$ cat config.mk
export PLATFORM = sky130hd
export DESIGN_NAME = iob_uart_tx_arb_flat
export DESIGN_NICKNAME = d
export VERILOG_FILES = /design/src/rtl/iob_uart_tx_arb_if.sv /design/src/rtl/iob_uart_tx_arb.sv /design/src/flat_wrapper.sv
export SDC_FILE = /design/constraint.sdc
export NUM_CORES = 1
export LEC_CHECK = 0
export CAP_MARGIN = 20
export CORE_UTILIZATION = 45
export DETAILED_ROUTE_END_ITERATION = 10
export PLACE_DENSITY = 0.89
export SLEW_MARGIN = 20
export SYNTH_ARGS = -nofsm -noshare
export SYNTH_HDL_FRONTEND = slang
export SYNTH_SLANG_ARGS = --single-unit
$ cat constraint.sdc
create_clock -name clk_i -period 7.51 [get_ports clk_i]
set_clock_uncertainty 0.2 [all_clocks]
set_input_delay 1.8775 -clock clk_i [delete_from_list [all_inputs] [get_ports clk_i]]
set_output_delay 1.8775 -clock clk_i [all_outputs]
set_load 0.02 [all_outputs]
$ cat src/rtl/iob_uart_tx_arb_if.sv
// iob_uart_tx_arb_if: requester byte streams and uart_core tx signals around iob_uart_tx_arb.
interface iob_uart_tx_arb_if #(
    parameter int N_REQ = 4,
    parameter int UART_DATA_W = 8
);
    logic tx_en_i;
    logic [N_REQ-1:0] req_valid_i;
    logic [N_REQ*UART_DATA_W-1:0] req_data_i;
    logic [N_REQ-1:0] req_last_i;
    logic [N_REQ-1:0] req_ready_o;
    logic tx_ready_i;
    logic [UART_DATA_W-1:0] tx_data_o;
    logic tx_wen_o;
    logic [N_REQ-1:0] grant_o;
    logic busy_o;
    logic timeout_o;
    modport slave (
        input tx_en_i, req_valid_i, req_data_i, req_last_i, tx_ready_i,
        output req_ready_o, tx_data_o, tx_wen_o, grant_o, busy_o, timeout_o
    );
    modport master (
        output tx_en_i, req_valid_i, req_data_i, req_last_i, tx_ready_i,
        input req_ready_o, tx_data_o, tx_wen_o, grant_o, busy_o, timeout_o
    );
endinterface

$ cat src/rtl/iob_uart_tx_arb.sv
// iob_uart_tx_arb: round-robin packet-locking arbiter sharing one uart_core tx path.
// Define IOB_UART_TX_ARB_TIMEOUT_EN to build the idle-lock release counter.
module iob_uart_tx_arb #(
    parameter int N_REQ = 4,
    parameter int UART_DATA_W = 8,
    parameter int TIMEOUT = 1024
) (
    input logic clk_i,
    input logic rst_i,
    iob_uart_tx_arb_if.slave bus
);
    localparam int PTR_W = $clog2(N_REQ);
    localparam int PW1 = PTR_W + 1;
    localparam logic [PW1-1:0] NR = PW1'(N_REQ);
    localparam logic [PTR_W-1:0] LAST_IDX = PTR_W'(N_REQ - 1);

    if (N_REQ < 2 || N_REQ > 8 || TIMEOUT < 2 || TIMEOUT > 65535) begin : g_bad_param
        $error("iob_uart_tx_arb: parameter out of range");
    end

    typedef enum logic [1:0] {IDLE, LOCK, SEND, GAP} state_t;

    state_t state_q, state_d;
    logic [N_REQ-1:0] grant_q, grant_d, rot;
    logic [PTR_W-1:0] ptr_q, ptr_d, gidx_q, gidx_d, gnext;
    logic [PW1-1:0] off, sum, win;
    logic [UART_DATA_W-1:0] data_q, data_d;
    logic last_q, last_d, timeout_q, timeout_d, valid_g, hs, to_fire;

    // Rotate valids so bit 0 is the pointer position; lowest set bit wins.
    always_comb begin
        valid_g = bus.req_valid_i[gidx_q];
        hs = state_q == LOCK && bus.tx_en_i && bus.tx_ready_i && valid_g;
        gnext = gidx_q == LAST_IDX ? '0 : gidx_q + 1'b1;
        rot = N_REQ'({bus.req_valid_i, bus.req_valid_i} >> ptr_q);
        off = '0;
        for (int k = N_REQ - 1; k >= 0; k--) if (rot[k]) off = PW1'(k);
        sum = {1'b0, ptr_q} + off;
        win = sum >= NR ? sum - NR : sum;
    end

    always_comb begin
        state_d = state_q;
        grant_d = grant_q;
        ptr_d = ptr_q;
        gidx_d = gidx_q;
        data_d = data_q;
        last_d = last_q;
        timeout_d = 1'b0;
        case (state_q)
            IDLE: if (bus.tx_en_i && |bus.req_valid_i) begin
                gidx_d = win[PTR_W-1:0];
                grant_d = {{(N_REQ-1){1'b0}}, 1'b1} << win[PTR_W-1:0];
                state_d = LOCK;
            end
            LOCK: if (hs) begin
                data_d = bus.req_data_i[gidx_q*UART_DATA_W +: UART_DATA_W];
                last_d = bus.req_last_i[gidx_q];
                state_d = SEND;
            end else if (to_fire) begin
                timeout_d = 1'b1;
                ptr_d = gnext;
                grant_d = '0;
                state_d = IDLE;
            end
            SEND: state_d = GAP;
            default: begin
                state_d = last_q ? IDLE : LOCK;
                ptr_d = last_q ? gnext : ptr_q;
                grant_d = last_q ? '0 : grant_q;
            end
        endcase
    end

    always_ff @(posedge clk_i) begin
        if (rst_i) begin
            state_q <= IDLE;
            grant_q <= '0;
            ptr_q <= '0;
            gidx_q <= '0;
            data_q <= '0;
            last_q <= 1'b0;
            timeout_q <= 1'b0;
        end else begin
            state_q <= state_d;
            grant_q <= grant_d;
            ptr_q <= ptr_d;
            gidx_q <= gidx_d;
            data_q <= data_d;
            last_q <= last_d;
            timeout_q <= timeout_d;
        end
    end

`ifdef IOB_UART_TX_ARB_TIMEOUT_EN
    localparam logic [15:0] TO_LAST = 16'(TIMEOUT - 1);
    logic [15:0] cnt_q, cnt_d;
    // Counts starved LOCK cycles; fires on the cycle the count reaches TIMEOUT.
    always_comb begin
        to_fire = state_q == LOCK && !valid_g && cnt_q == TO_LAST;
        cnt_d = (state_q == LOCK && !valid_g && !to_fire) ? cnt_q + 16'd1 : '0;
    end
    always_ff @(posedge clk_i) begin
        if (rst_i) cnt_q <= '0;
        else cnt_q <= cnt_d;
    end
`else
    assign to_fire = 1'b0;
`endif

    assign bus.req_ready_o = hs ? grant_q : '0;
    assign bus.tx_data_o = data_q;
    assign bus.tx_wen_o = state_q == SEND;
    assign bus.grant_o = grant_q;
    assign bus.busy_o = state_q != IDLE;
    assign bus.timeout_o = timeout_q;
endmodule

$ cat src/flat_wrapper.sv
// flat-port wrapper written by rule: the top's interface ports become plain ports
module iob_uart_tx_arb_flat 
#(
    parameter int N_REQ = 4,
    parameter int UART_DATA_W = 8,
    parameter int TIMEOUT = 1024
)
  (clk_i, rst_i, bus_tx_en_i, bus_req_valid_i, bus_req_data_i, bus_req_last_i, bus_tx_ready_i, bus_req_ready_o, bus_tx_data_o, bus_tx_wen_o, bus_grant_o, bus_busy_o, bus_timeout_o);
  iob_uart_tx_arb_if #(.N_REQ(N_REQ), .UART_DATA_W(UART_DATA_W)) bus_i ();
  input logic clk_i;
  input logic rst_i;
  input wire logic [$bits(bus_i.tx_en_i)-1:0] bus_tx_en_i;
  input wire logic [$bits(bus_i.req_valid_i)-1:0] bus_req_valid_i;
  input wire logic [$bits(bus_i.req_data_i)-1:0] bus_req_data_i;
  input wire logic [$bits(bus_i.req_last_i)-1:0] bus_req_last_i;
  input wire logic [$bits(bus_i.tx_ready_i)-1:0] bus_tx_ready_i;
  output wire logic [$bits(bus_i.req_ready_o)-1:0] bus_req_ready_o;
  output wire logic [$bits(bus_i.tx_data_o)-1:0] bus_tx_data_o;
  output wire logic [$bits(bus_i.tx_wen_o)-1:0] bus_tx_wen_o;
  output wire logic [$bits(bus_i.grant_o)-1:0] bus_grant_o;
  output wire logic [$bits(bus_i.busy_o)-1:0] bus_busy_o;
  output wire logic [$bits(bus_i.timeout_o)-1:0] bus_timeout_o;
  assign bus_i.tx_en_i = bus_tx_en_i;
  assign bus_i.req_valid_i = bus_req_valid_i;
  assign bus_i.req_data_i = bus_req_data_i;
  assign bus_i.req_last_i = bus_req_last_i;
  assign bus_i.tx_ready_i = bus_tx_ready_i;
  assign bus_req_ready_o = bus_i.req_ready_o;
  assign bus_tx_data_o = bus_i.tx_data_o;
  assign bus_tx_wen_o = bus_i.tx_wen_o;
  assign bus_grant_o = bus_i.grant_o;
  assign bus_busy_o = bus_i.busy_o;
  assign bus_timeout_o = bus_i.timeout_o;
  iob_uart_tx_arb #(.N_REQ(N_REQ), .UART_DATA_W(UART_DATA_W), .TIMEOUT(TIMEOUT)) u_core (.clk_i(clk_i), .rst_i(rst_i), .bus(bus_i));
endmodule
==> results of run 1 <==
state kept, by name, indices dropped and copies added (netlist names):
signal	flops
u_core.ptr_q	2
u_core.gidx_q	2
u_core.bus.grant_o	4
u_core.last_q	1
u_core.bus.tx_data_o	8
u_core.state_q	2
worst reg2reg max path: cells and delay by family, from the launching register on:
family | cells | cell delay (ps)
flip-flops | 1 | 820
multiplexers | 2 | 800
AND/OR/NAND/NOR | 2 | 350
AO/OA/AOI/OAI | 1 | 170
power groups by stage:
stage / logic, W / clock network (W) / registers, W
final: 0.000188 / 0.0000534 / 0.000136
after global placement: 0.000180 / 0 / 0.000136
after global routing: 0.000202 / 0.0000590 / 0.000139
after CTS: 0.000189 / 0.0000536 / 0.000136
after detailed placement: 0.000189 / 0 / 0.000138
after floorplan: 0.000127 / 0 / 0.000132
final timing paths:
check,start,endpoint,depth (start not counted)
worst max-delay path,bus_req_valid_i[0],bus_req_ready_o[0],5
worst max register to register,u_core.gidx_q[0],u_core.state_q[1],5
worst min-delay path,u_core.bus.grant_o[3],u_core.bus.grant_o[3],2
worst min register to register,u_core.bus.grant_o[3],u_core.bus.grant_o[3],2
cells in the final DEF (no fill, tap or decap), types with 2 or more instances in the layout:
cell             count
nor3_1               3
dfxtp_1             19
nor3b_1              2
nand3_1             11
clkbuf_4             3
a21oi_1              3
or4_1                2
nor2b_1              4
nand2_1              9
a31oi_1              2
o21ai_0              5
inv_1                4
nor2_1              24
and2_1               4
mux4_2               9
clkdlybuf4s50_1     61
ha_1                 7
mux2i_1             11
nand4_1              2
cells in the mapped netlist (all sizes together), types with 2 or more instances:
library cell	instances	area, µm²
mux2i	11	110
dfxtp	19	380
nor3	3	15.0
a31oi	2	12.5
nand3	11	55.1
nor2	24	90.1
clkbuf	5	18.8
nor3b	2	15.0
inv	4	15.0
mux4	10	229
nand4	2	12.5
ha	7	87.6
or4	2	15.0
o21ai	6	30.0
and2	4	25.0
a21oi	3	15.0
nor2b	4	25.0
nand2	9	33.8
buf	6	57.6
area by class of cell:
class,instances,area share
timing repair buffer,61,0.304
multi-input combinational,117,0.467
inverter,4,0.00747
sequential,19,0.189
clock buffer,4,0.0131
tap,31,0.0193
cell families after synthesis:
group,synth area share
compound gates,0.128
buf+inv,0.0648
other cells,0.00266
simple gates,0.220
flops,0.270
mux,0.240
xor+xnor,0.0124
fa+ha+maj,0.0621
stage by stage:
| stage | hold slack (ps) | util |
|---|---|---|
| 2_1_floorplan | 282 | - |
| 3_3_place_gp | 277 | 0.695 |
| 3_5_place_dp | 280 | 0.695 |
| 4_1_cts | 301 | 0.704 |
| 5_1_grt | 329 | 0.704 |
| 6_report | 298 | 0.704 |
layer usage:
layer | share of wire | up-vias
li1 | - | 658
met1 | 0.39 | 630
met2 | 0.55 | 37
met3 | 0.050 | 5
met4 | 0.015 | 0
met5 | 0 | -
==> impl_metrics.toml, run 1 <==
[final_layout]
fin_cells = 236
antenna_cells = 0
multi_input_area_um2 = 938
nFillCells = 210
ff_latch_area_um2 = 380
area_delta_synth_final_pct = 42.5
nets = 257
drive_gt1_frac = 0.0780
finalInstanceArea_um2 = 2010

[clocking]
h-tree-depth = 1
cts_tree = "done"
cts_made_buffers = 3
post_cts_buffers = 0
cts_buffer_depth = 2
clock_latency_ps = 300
cts_root_buf = "clkbuf_4"
cts_resized = 0
cts_hold_buf = 0
clk_pin_slew_worst_paths_ps = 100
cts.sinks = 19

[synthesis]
syn-cell-area_um2 = 1410
yosysUniqueCellTypes = 40
synth_seq_cells = 19
synth_cells = 151
synth_ff_type = "dfxtp_1"
ys_warn_count = 0
synthArstFlopShare = 0
synth_edf_count = 0
ys_seq_area_frac = 0.270
synth_nets = 202
avgSynthCellArea_um2 = 9.34

[status]
status = "finished, violations left"
violations = "DRC"

[place]
dpl.hpwl_um = 3020
io_buffers = 61
dpl_cell_area_um2 = 1980
place_ws_ps = 1430
globalplace.congestion = 0.728
dp_cells = 232

[sta]
rsz0062_at_grt = "false"
max_freq_mhz = 165
final_max_slew_viol_count = 0
tns_ps = 0
setup_viol = 0
fin_crit_ps = 6070
hold_violations = 0
slew_headroom = 0.501
worst_slack_ps = 1440
finalCritPeriodShare = 0.808
worstMarginPinSlew_ps = 748

[global_routing]
grt_first_pass_wirelength_um = 5800
grt_overflow = 0
grt_pass1_vias = 1333
grt_start_max_net_pins = 19
use_met3 = 0.0335
busiest_layer = "met2"
globalRouteTotalUtil = 0.227
grtUsageMet2 = 0.445
grt_use_met1 = 0.238
antenna_found_initial = 0

[routing]
wl_um = 3700
drtPass1Iterations = 7
vias_per_cell = 5.64
drt_iter0_markers = 50
routedWlPerCell_um = 15.7
drc = 6
drtAntennaViolNets = 0
vias = 1330

[setup_path]
crit_fanout = 14
end_kind = "output port"
crit_slowest_cell = "clkdlybuf4s50_1"
slowest_delay_ps = 660
regToRegSetupSlack_ps = 5060
worst-path-buf-inv = 2
worstPathCellList = "clkdlybuf4s50_1 > mux4_2 > and4_4 > and2_1 > clkdlybuf4s50_1"
crit_family = "buffers and inverters"
start_kind = "primary input"
critical_path_class = "in -> out"
cp.required_ps = 5430
crit_top_cell = "clkdlybuf4s50_1"
crit_arrival_ps = 3990

[pwr]
seq_power_share = 0.359
swShare = 0.375
internal_power_w = 0.000236
power_leakage_nw = 0.732
total_power_w = 0.000378
power.density_nw_per_um2 = 188
p_clk_frac = 0.141
pwr-share-comb = 0.499
p_sw_w = 0.000141
ir_worst_vdd_mv = 0.178

[floorplanning]
fp.dieArea_um2 = 3360
ioPinCount = 63
die_h_um = 58.0
coreArea_um2 = 2850
initial_core_util = 0.494
num_rows = 19
die_x_um = 58.0

[job]
cap_viol_max_count = 0

[hold_path]
hp-class = "reg -> reg"
(Power assumes the default switching activity.)
==> inputs of run 2 (changes only) <==
Settings changed: CORE_UTILIZATION 45 to 42, PLACE_DENSITY 0.89 to 0.85.
Clock period 7.51 ns to 5.9 ns, I/O delays scaled along.
==> run 2 against run 1 <==
Compared with the run above: power increased by 26%; the run now ends clean; sequential cell count did not move; setup slack worse by 810 ps; highest routed layer is now met3.
==> impl_metrics.toml, run 2 (synthesized netlist as in run 1, its figures left out) <==
[status]
status = "finished clean"

[final_layout]
drive_gt1_frac = 0.0829
final_cell_mix = "clkdlybuf4s50_1 (61), nor2_1 (24), dfxtp_1 (19)"
ff_latch_area_um2 = 380
fin_cells = 249
area_delta_synth_final_pct = 43.7
nets = 257
multi_input_area_um2 = 938
largest_reg_flops = 8
nFillCells = 271
antenna_cells = 0
final_common_cell = "clkdlybuf4s50_1"

[pwr]
swShare = 0.370
pwr-share-comb = 0.500
power.density_nw_per_um2 = 234
p_sw_w = 0.000175
power_leakage_nw = 0.735
seq_power_share = 0.361
internal_power_w = 0.000299
ir_worst_vdd_mv = 0.211
p_clk_frac = 0.139

[routing]
routedWlPerCell_um = 13.8
drtPass1Iterations = 6
wl_um = 3440
vias_per_cell = 5.35
drt_iter0_markers = 37
drtAntennaViolNets = 0
drc = 0
vias = 1332

[setup_path]
startpoint = "bus_req_valid_i[0]"
crit_arrival_ps = 3600
crit_fanout = 14
endpoint = "bus_req_ready_o[0]"
r2r-start = "u_core.gidx_q[0]"
end_kind = "output port"
r2r-end = "u_core.state_q[1]"
start_kind = "primary input"
cp.required_ps = 4220
regToRegSetupSlack_ps = 3450
critical_path_class = "in -> out"
r2r_cells = 5

[clocking]
cts.sinks = 19
h-tree-depth = 1
cts_hold_buf = 0
cts_resized = 0
cts_tree = "done"
post_cts_buffers = 0
clock_latency_ps = 300
cts_made_buffers = 3
cts_root_buf = "clkbuf_4"
clk_pin_slew_worst_paths_ps = 110
cts_buffer_depth = 2

[sta]
hold_violations = 0
fin_crit_ps = 5270
worst_slack_ps = 627
finalCritPeriodShare = 0.894
tns_ps = 0
setup_viol = 0
max_freq_mhz = 190
slew_headroom = 0.506
worstMarginPinSlew_ps = 740
final_max_slew_viol_count = 0
rsz0062_at_grt = "false"

[place]
dpl.hpwl_um = 2780
place_ws_ps = 618
globalplace.congestion = 0.798
dp_cells = 245
io_buffers = 61

[job]
cap_viol_max_count = 0

[global_routing]
globalRouteTotalUtil = 0.206
grt_pass1_vias = 1277
grt_overflow = 0
grt_start_max_net_pins = 19
grt_first_pass_wirelength_um = 5530
antenna_found_initial = 0

[floorplanning]
num_rows = 20
fp.dieArea_um2 = 3590
initial_core_util = 0.451
die_x_um = 59.9
coreArea_um2 = 3130
die_h_um = 59.9
ioPinCount = 63

[hold_path]
hp-class = "reg -> reg"
-- run 2: worst min path at each step --
stage                            start                 endpoint  slack, ps  cells after the start
4_1_cts          u_core.bus.grant_o[0]    u_core.bus.grant_o[0]        300                      2
3_5_place_dp   u_core.bus.tx_data_o[0]  u_core.bus.tx_data_o[0]        280                      2
3_3_place_gp     u_core.bus.grant_o[2]    u_core.bus.grant_o[2]        270                      2
2_1_floorplan        u_core.state_q[0]        u_core.state_q[0]        280                      2
6_report         u_core.bus.grant_o[1]    u_core.bus.grant_o[1]        300                      2
5_1_grt          u_core.bus.grant_o[0]    u_core.bus.grant_o[0]        320                      2
-- run 2: power groups by stage --
stage	combinational, W	sequential [W]	clock [W]
after floorplan	0.000161	0.000168	0
after global placement	0.000227	0.000173	0
after detailed placement	0.000235	0.000175	0
after CTS	0.000237	0.000172	0.0000686
after global routing	0.000257	0.000175	0.0000738
final	0.000237	0.000171	0.0000658
-- run 2: metal layers --
layer	track usage	routed length, µm
met1	0.242	1440
met3	0.0455	139
met2	0.390	1870
met4	0.0199	0
met5	0	0
-- run 2: cell type report --
type                            count  area share
Inverter                            4     0.00741
Timing Repair Buffer               61       0.301
Clock inverter                      1     0.00247
Multi-Input combinational cell    117       0.463
Clock buffer                        3      0.0111
Sequential cell                    19       0.188
Tap cell                           44      0.0272
-- run 2: stage by stage --
| step | utilization | power (W) | cell area, µm² | hold slack (ps) |
|---|---|---|---|---|
| after floorplan | - | 0.000330 | 1410 | 282 |
| after global placement | 0.639 | 0.000400 | 2000 | 269 |
| after detailed placement | 0.639 | 0.000411 | 2000 | 282 |
| after CTS | 0.648 | 0.000478 | 2030 | 297 |
| after global routing | 0.648 | 0.000506 | 2030 | 319 |
| final | 0.648 | 0.000475 | 2030 | 297 |
-- run 2: worst max-delay path, stage by stage --
cell	delay (ps)
clkdlybuf4s50_1	670
mux4_2	300
and4_4	390
and2_1	160
clkdlybuf4s50_1	600
==> inputs of run 3 (changes only) <==
--- a/config.mk
+++ b/config.mk
@@ -10,4 +10,5 @@
 export DETAILED_ROUTE_END_ITERATION = 10
 export PLACE_DENSITY = 0.85
+export REMOVE_ABC_BUFFERS = 1
 export SLEW_MARGIN = 20
 export SYNTH_ARGS = -nofsm -noshare
==> constraint.sdc (replaced) <==
create_clock -name clk_i -period 5.9 [get_ports clk_i]
set_clock_uncertainty 0.2 [all_clocks]
set_input_delay 0.885 -clock clk_i [delete_from_list [all_inputs] [get_ports clk_i]]
set_output_delay 0.885 -clock clk_i [all_outputs]
set_load 0.02 [all_outputs]
==> run 3 against run 2 <==
Compared with the run above: design area stayed put; sequential cell count unchanged; setup slack improved by 1200 ps; count of clock-buffer cells in the layout is the same; sequential power is essentially flat; clock power is 1% higher; largest power group unchanged.
==> impl_metrics.toml, run 3 (synthesized netlist as in run 1, its figures left out) <==
[status]
status = "finished clean"

[routing]
vias = 1364
drtAntennaViolNets = 0
vias_per_cell = 5.48
drtPass1Iterations = 4
routedWlPerCell_um = 14.3
drt_iter0_markers = 44
drc = 0
wl_um = 3570

[pwr]
swShare = 0.379
seq_power_share = 0.357
power_leakage_nw = 0.735
p_sw_w = 0.000183
power.density_nw_per_um2 = 238
ir_worst_vdd_mv = 0.218
total_power_w = 0.000483
pwr-share-comb = 0.505
p_clk_frac = 0.138
internal_power_w = 0.000300

[sta]
tns_ps = 0
setup_viol = 0
fin_crit_ps = 4080
slew_headroom = 0.501
max_freq_mhz = 245
hold_slack_ps = 302
worst_slack_ps = 1820
rsz0062_at_grt = "false"
finalCritPeriodShare = 0.691
hold_violations = 0
final_max_slew_viol_count = 0
worstMarginPinSlew_ps = 748

[final_layout]
area_delta_synth_final_pct = 43.7
drive_gt1_frac = 0.0829
final_cell_mix = "clkdlybuf4s50_1 (61), nor2_1 (24), dfxtp_1 (19)"
final_common_cell = "clkdlybuf4s50_1"
fin_cells = 249
nets = 257
antenna_cells = 0
largest_reg_flops = 8

[clocking]
cts_resized = 0
cts_tree = "done"
clock_latency_ps = 300
cts_buffer_depth = 2
cts_made_buffers = 3
cts_root_buf = "clkbuf_4"
h-tree-depth = 1
cts.sinks = 19
post_cts_buffers = 0
clk_pin_slew_worst_paths_ps = 110
cts_hold_buf = 0

[global_routing]
grt_overflow = 0
grt_first_pass_wirelength_um = 5480
grt_pass1_vias = 1256
grt_start_max_net_pins = 19
antenna_found_initial = 0
globalRouteTotalUtil = 0.202

[setup_path]
cp.required_ps = 4820
crit_fanout = 14
end_kind = "output port"
critical_path_class = "in -> out"
start_kind = "primary input"
crit_arrival_ps = 2990

[floorplanning]
die_x_um = 59.9
fp.dieArea_um2 = 3590
die_h_um = 59.9
coreArea_um2 = 3130
initial_core_util = 0.451
num_rows = 20
ioPinCount = 63

[place]
place_ws_ps = 1830
dp_cells = 245
globalplace.congestion = 0.773
dpl.hpwl_um = 2830
io_buffers = 61

[hold_path]
hp-class = "reg -> reg"

[job]
cap_viol_max_count = 0
## run 3: cell counts in the layout (fill, tap and decap cells not counted)
Identical to the previous run, type by type.
## run 3: critical path: stages
cell and delay (ps):
clkdlybuf4s50_1 650, mux4_2 290, and4_4 390, and2_1 170
clkdlybuf4s50_1 600
## run 3: per-layer routing
layer  global-route usage  part of all wire  up-vias
li1                     -                 -      659
met1                0.228              0.38      649
met2                0.386              0.55       52
met3               0.0563             0.058        4
met4               0.0199            0.0062        0
met5                    0                 0        -
## run 3: area by class of cell
type                    count  area (µm²)
clock inverters             1        5.00
clock buffers               3        22.5
repair buffers             61         611
flip-flops and latches     19         380
inverters                   4        15.0
multi-input cells         117         938
well taps                  44        55.1
fillers                   270        1100
## run 3: stage by stage
step | util | cell area, µm²
5_1_grt | 0.648 | 2030
6_report | 0.648 | 2030
3_5_place_dp | 0.639 | 2000
3_3_place_gp | 0.639 | 2000
4_1_cts | 0.648 | 2030
2_1_floorplan | - | 1330
## run 3: path summary, 6_finish.rpt
| kind | depth (start not counted) | end | slack (ps) | start |
|---|---|---|---|---|
| worst min-delay path | 2 | u_core.bus.grant_o[2] | 300 | u_core.bus.grant_o[2] |
| worst min register to register | 2 | u_core.bus.grant_o[2] | 300 | u_core.bus.grant_o[2] |
| worst max register to register | 5 | u_core.state_q[1] | 3440 | u_core.gidx_q[0] |
| worst max-delay path | 5 | bus_req_ready_o[0] | 1820 | bus_req_valid_i[0] |
## run 3: power by group through the flow
stage	combinational, W	clock [W]	sequential, W
final	0.000244	0.0000667	0.000172
after floorplan	0.000145	0	0.000176
after detailed placement	0.000240	0	0.000175
after global routing	0.000262	0.0000741	0.000175
after global placement	0.000229	0	0.000174
after CTS	0.000244	0.0000685	0.000173
